<file path="src/rtl/uart_pkg.sv">
// Shared UART definitions: receiver state encoding and baud-divider helper,
// common to uart_rx_fifo and uart_tx_fifo.
package uart_pkg;

  typedef enum logic [2:0] {
    RX_IDLE,
    RX_START,
    RX_DATA,
    RX_STOP,
    RX_WAIT_HI
  } rx_state_t;

  function automatic int clks_per_bit(input int clk_freq, input int baud);
    return clk_freq / baud;
  endfunction

endpackage

</file>
<file path="src/rtl/sync_fifo.sv">
// Synchronous FIFO with wrap-bit pointers and a registered read port:
// a pop accepted on one edge presents its data with rd_valid on the next cycle.
module sync_fifo #(
  parameter int WIDTH = 8,
  parameter int DEPTH = 16
) (
  input  logic                     clk,
  input  logic                     rst,
  input  logic                     wr_en,
  input  logic [WIDTH-1:0]         wr_data,
  output logic                     wr_ok,
  input  logic                     rd_en,
  output logic [WIDTH-1:0]         rd_data,
  output logic                     rd_valid,
  output logic                     empty,
  output logic                     full,
  output logic [$clog2(DEPTH):0]   count
);

  localparam int AW = $clog2(DEPTH);

  logic [WIDTH-1:0] mem [DEPTH];
  logic [AW:0]      wr_ptr;
  logic [AW:0]      rd_ptr;
  logic             do_pop;
  logic             do_push;

  // A full FIFO still takes a write when the same edge frees a slot.
  assign do_pop  = rd_en && !empty;
  assign wr_ok   = !full || do_pop;
  assign do_push = wr_en && wr_ok;

  assign empty = (wr_ptr == rd_ptr);
  assign full  = (wr_ptr[AW] != rd_ptr[AW]) && (wr_ptr[AW-1:0] == rd_ptr[AW-1:0]);
  assign count = wr_ptr - rd_ptr;

  always_ff @(posedge clk or posedge rst) begin
    if (rst) begin
      wr_ptr   <= '0;
      rd_ptr   <= '0;
      rd_data  <= '0;
      rd_valid <= 1'b0;
    end else begin
      if (do_push) begin
        wr_ptr <= wr_ptr + (AW+1)'(1);
      end
      if (do_pop) begin
        rd_ptr  <= rd_ptr + (AW+1)'(1);
        rd_data <= mem[rd_ptr[AW-1:0]];
      end
      rd_valid <= do_pop;
    end
  end

  always_ff @(posedge clk) begin
    if (do_push) begin
      mem[wr_ptr[AW-1:0]] <= wr_data;
    end
  end

endmodule

</file>
<file path="src/rtl/uart_rx_fifo.sv">
// UART 8N1 receiver: synchronises i_rxp, decodes LSB-first frames by mid-bit
// sampling and buffers good bytes in a sync_fifo drained by rd_en/rd_valid.
module uart_rx_fifo
  import uart_pkg::*;
#(
  parameter int CLK_FREQ   = 25_000_000,
  parameter int BAUD       = 115200,
  parameter int FIFO_DEPTH = 16
) (
  input  logic                          clk,
  input  logic                          rst,
  input  logic                          i_rxp,
  input  logic                          rd_en,
  output logic [7:0]                    rd_data,
  output logic                          rd_valid,
  output logic                          empty,
  output logic                          full,
  output logic [$clog2(FIFO_DEPTH):0]   count,
  output logic                          frame_err,
  output logic                          overrun
);

  localparam int CLKS_PER_BIT = clks_per_bit(CLK_FREQ, BAUD);
  localparam int CNT_W        = $clog2(CLKS_PER_BIT + 1);
  localparam logic [CNT_W-1:0] BIT_LAST  = CNT_W'(CLKS_PER_BIT - 1);
  localparam logic [CNT_W-1:0] HALF_LAST = CNT_W'(CLKS_PER_BIT / 2 - 1);

  logic             rx_meta;
  logic             rx_s;
  rx_state_t        state_q, state_d;
  logic [CNT_W-1:0] baud_cnt_q, baud_cnt_d;
  logic [2:0]       bit_idx_q, bit_idx_d;
  logic [7:0]       shreg_q, shreg_d;
  logic             push;
  logic             ferr_d;
  logic             wr_ok;

  // Two-flop synchroniser; idles high so reset never looks like a start bit.
  always_ff @(posedge clk or posedge rst) begin
    if (rst) begin
      rx_meta <= 1'b1;
      rx_s    <= 1'b1;
    end else begin
      rx_meta <= i_rxp;
      rx_s    <= rx_meta;
    end
  end

  always_comb begin
    state_d    = state_q;
    baud_cnt_d = baud_cnt_q;
    bit_idx_d  = bit_idx_q;
    shreg_d    = shreg_q;
    push       = 1'b0;
    ferr_d     = 1'b0;
    unique case (state_q)
      RX_IDLE: begin
        baud_cnt_d = '0;
        if (!rx_s) state_d = RX_START;
      end
      RX_START: begin
        if (baud_cnt_q == HALF_LAST) begin
          baud_cnt_d = '0;
          bit_idx_d  = '0;
          state_d    = rx_s ? RX_IDLE : RX_DATA;
        end else begin
          baud_cnt_d = baud_cnt_q + CNT_W'(1);
        end
      end
      RX_DATA: begin
        if (baud_cnt_q == BIT_LAST) begin
          baud_cnt_d         = '0;
          shreg_d[bit_idx_q] = rx_s;
          if (bit_idx_q == 3'd7) state_d = RX_STOP;
          else                   bit_idx_d = bit_idx_q + 3'd1;
        end else begin
          baud_cnt_d = baud_cnt_q + CNT_W'(1);
        end
      end
      RX_STOP: begin
        // Leaving at mid-stop lets a back-to-back start edge be caught.
        if (baud_cnt_q == BIT_LAST) begin
          baud_cnt_d = '0;
          if (rx_s) begin
            push    = 1'b1;
            state_d = RX_IDLE;
          end else begin
            ferr_d  = 1'b1;
            state_d = RX_WAIT_HI;
          end
        end else begin
          baud_cnt_d = baud_cnt_q + CNT_W'(1);
        end
      end
      RX_WAIT_HI: begin
        if (rx_s) state_d = RX_IDLE;
      end
      default: state_d = RX_IDLE;
    endcase
  end

  always_ff @(posedge clk or posedge rst) begin
    if (rst) begin
      state_q    <= RX_IDLE;
      baud_cnt_q <= '0;
      bit_idx_q  <= '0;
      frame_err  <= 1'b0;
      overrun    <= 1'b0;
    end else begin
      state_q    <= state_d;
      baud_cnt_q <= baud_cnt_d;
      bit_idx_q  <= bit_idx_d;
      frame_err  <= ferr_d;
      overrun    <= push && !wr_ok;
    end
  end

  always_ff @(posedge clk) begin
    shreg_q <= shreg_d;
  end

  sync_fifo #(
    .WIDTH (8),
    .DEPTH (FIFO_DEPTH)
  ) u_fifo (
    .clk      (clk),
    .rst      (rst),
    .wr_en    (push),
    .wr_data  (shreg_q),
    .wr_ok    (wr_ok),
    .rd_en    (rd_en),
    .rd_data  (rd_data),
    .rd_valid (rd_valid),
    .empty    (empty),
    .full     (full),
    .count    (count)
  );

endmodule

</file>
<file path="config.mk">
export PLATFORM = sky130hd
export DESIGN_NAME = uart_rx_fifo
export DESIGN_NICKNAME = d
export VERILOG_FILES = /design/src/rtl/uart_pkg.sv /design/src/rtl/sync_fifo.sv /design/src/rtl/uart_rx_fifo.sv
export SDC_FILE = /design/constraint.sdc
export NUM_CORES = 1
export LEC_CHECK = 0
export BUFFER_PORTS_ARGS = -buffer_cell sky130_fd_sc_hd__buf_2
export CAP_MARGIN = 20
export CORE_MARGIN = 5
export CORE_UTILIZATION = 55
export CTS_CLUSTER_DIAMETER = 100
export DETAILED_ROUTE_END_ITERATION = 8
export HOLD_SLACK_MARGIN = 0.12
export PLACE_DENSITY = 0.8
export SYNTH_ARGS = -nofsm -noshare
export SYNTH_HDL_FRONTEND = slang
export SYNTH_SLANG_ARGS = --single-unit
</file>
<file path="constraint.sdc">
create_clock -name clk -period 4.1 [get_ports clk]
set_input_delay 0.615 -clock clk [delete_from_list [all_inputs] [get_ports clk]]
set_output_delay 0.615 -clock clk [all_outputs]
set_load 0.005 [all_outputs]
</file>
==> impl_metrics.tcl <==
set metrics [dict create \
    synth_seq_cells 173 \
    arrival_ns 2.48 \
    postCtsResizedCells 0 \
    postLayoutCoreUtil_pct 61.6 \
    syn_inst 469 \
    dieArea_mm2 0.0156 \
    setup_viol 0 \
    tns_ns 0 \
    ctsHoldBuffers 0 \
    path_depth 8 \
    p_leak_nw 2.96 \
    syn_nets 487 \
    via_per_inst 6.08 \
    rsz0062_at_grt "false" \
    powerDensity_mw_per_mm2 565 \
    worstSetupEndpointType "output port" \
    avgSynthCellArea_um2 15.5 \
    max-vdd-ir-drop_v 0.000353 \
    crit_start "u_fifo.rd_ptr[0]$_DFFE_PP0P_" \
    antenna_cells 0 \
    drtPass1Iterations 5 \
    grt-ovfl-total 0 \
    reg2reg_from "u_fifo.rd_ptr[3]$_DFFE_PP0P_" \
    synth_top_area_cell "edfxtp_1" \
    max_stage_delay_ns 0.41 \
    required_ns 3.48 \
    worstReg2RegEnd "u_fifo.mem[5][6]$_DFFE_PP_" \
    path_clk_slew_ns 0.06 \
    crit_buf_inv 3 \
    rows 42 \
    drive_gt1_share_pct 14.8 \
    numClockSinks 173 \
    cts_setup_buffers 0 \
    initial_core_util_pct 55.5 \
    yosys-top-cells-area "edfxtp_1 (56%), dfrtp_1 (12%), mux2i_1 (6.9%)" \
    grt_antenna_before_repair 0 \
    cts_tree "done" \
    reg2reg_slack_ns 1.19 \
    nFillCells 932 \
    worst_skew_pair.late_latency_ns 0.42 \
    grt_pass1_vias 4232 \
    synth_ff_type "edfxtp_1" \
    synth_top_area_share_pct 56.2 \
    cts_made_buffers 17 \
    syn_area_mm2 0.00726 \
    path_cells "buf_4, ha_1, inv_1, fa_1, a21o_1, a21oi_1, xnor2_1, buf_2" \
    cp_top_family "adder cells" \
    holdWs_ns 0.287 \
    die_h_um 125 \
    hpwlAfterDp_mm 9.79 \
    drcViolationCount 0 \
    cp_slowest_cell "fa_1" \
    coreArea_mm2 0.0131 \
    cp-endpoint "count[4]" \
    vias 4147 \
    cts.path.max_buffers 2 \
    fin_crit_ns 3.09 \
    drt-total-wl_mm 15.0 \
    fmax_mhz 323 \
    area_growth_pct 11.0 \
    yosysSeqAreaShare_pct 69.0 \
    min_path_type "input pin to register" \
    num_io_pins 22 \
    gp_congestion 0.853 \
    wl_per_cell_um 21.9 \
    hold_violations 0 \
    gr-usage-all-layers_pct 20.0 \
    worst_pin_slew_ns 0.813 \
    postSynth.asyncResetShare_pct 21.4 \
    cts-htree-levels 4 \
    crit_fanout 31 \
    fin_skew_ns 0.00828 \
    grt_start_max_net_pins 38 \
    report.final.slew_viol_count 0 \
    reg2regPathDepth 6 \
    yosysWarnings 0 \
    synth_edf_count 136 \
    cp-start-kind "register" \
    finalCritPeriodShare_pct 75.4 \
    die_x_um 125 \
    port_buffers 21 \
    yosysUniqueCellTypes 56 \
    worstSetupPathType "register to output port" \
    grt_pass1_wl_mm 23.7 \
    maxCapViolations 0 \
    max-slew-margin-rel_pct 45.8 \
    ant_nets 0 \
    cts-root-buf "clkbuf_16" \
    drtIter0Drc 438 \
    fin_nets 511 \
    status "complete, no violations" \
]
cells in the mapped netlist, types with 2 or more instances:
master and number:
a21o_1 2, mux4_2 8, dfstp_2 2, edfxtp_1 136, o21ai_0 9, buf_4 4
a21oi_1 6, nand3_1 11, nand4_1 2, nor2_1 35, nand2_1 11, buf_2 7
and4b_1 2, nand3b_1 3, inv_1 17, or3b_1 2, nor3_1 6, clkbuf_1 6
ha_1 13, xnor2_1 7, and2_1 5, o22ai_1 17, a211oi_2 2, mux2i_1 50
buf_1 2, dfrtp_1 35, a31oi_1 8, o21ai_1 4, a221oi_1 8, xor2_1 9
nor2b_1 3, and3_1 13
final cells by class:
cell class	count	area [µm²]	share of cell area (%)
clock inverter	7	63.8	0.792
sequential	173	5010	62.2
clock buffer	25	485	6.02
inverter	17	63.8	0.792
tap	176	220	2.73
multi-input combinational	259	2080	25.8
timing repair buffer	25	135	1.68
placed cells by master (no fill, tap or decap), types with 5 or more instances in the layout:
cell type and n:
nor2_1 35, and3_1 13, clkbuf_16 17, buf_2 21, a21oi_1 6, mux2i_1 50, xnor2_1 7, nand2_1 11
inv_1 17, ha_1 13, o22ai_1 17, a31oi_1 8, and2_1 5, mux4_2 8, dfrtp_1 35, edfxtp_1 136
xor2_1 9, clkbuf_1 5, a221oi_1 8, nand3_1 11, nor3_1 6, o21ai_0 9
power breakdown:
group / internal [mW] / leakage [nW] / total [mW] / switching [mW]
clock: 0.878 / 0.265 / 1.48 / 0.604
sequential: 1.94 / 1.68 / 2.01 / 0.0689
combinational: 0.461 / 1.02 / 1.06 / 0.595
total: 3.28 / 2.96 / 4.55 / 1.27
kinds of logic after synthesis:
family	share of synthesized area (%)
and+or+nand+nor	8.22
muxes	9.68
adders and majority gates	2.52
AOI/OAI and AO/OA	6.29
xor gates and xnor gates	1.93
DFF	69.0
buffers and inverters	2.34
sequential cells by signal (all words and copies together), names as in the netlist, 3 cells and up:
name	count
state_q	3
u_fifo.mem	128
baud_cnt_q	8
u_fifo.rd_ptr	5
bit_idx_q	3
u_fifo.rd_data	8
shreg_q	8
u_fifo.wr_ptr	5
worst min path at each step:
stage | depth (start not counted) | endpoint | slack [ns] | start
2_1_floorplan | 0 | rx_s$_DFF_PP1_ | 0.35 | rx_meta$_DFF_PP1_
3_3_place_gp | 0 | rx_s$_DFF_PP1_ | 0.35 | rx_meta$_DFF_PP1_
3_5_place_dp | 0 | rx_s$_DFF_PP1_ | 0.35 | rx_meta$_DFF_PP1_
4_1_cts | 1 | rx_meta$_DFF_PP1_ | 0.28 | i_rxp
5_1_grt | 1 | rx_meta$_DFF_PP1_ | 0.28 | i_rxp
6_report | 1 | rx_meta$_DFF_PP1_ | 0.29 | i_rxp
per-layer routing:
layer	up-vias	wire (µm)	GRT usage [%]
li1	1850	-	-
met1	2045	5980	26.2
met2	210	7290	31.7
met3	42	1180	5.36
met4	0	512	8.67
met5	-	0	0
metrics by stage:
stage | instance area, µm² | worst slack, ns | total power, mW | cells
floorplan | 7260 | 1.52 | 2.82 | 469
global placement | 7510 | 1.39 | 3.05 | 650
detailed placement | 7510 | 1.25 | 3.09 | 650
CTS | 8060 | 1.01 | 4.56 | 682
global route | 8060 | 0.907 | 4.74 | 682
finish | 8060 | 1.01 | 4.55 | 682
Power figures use the tool's default switching activity.
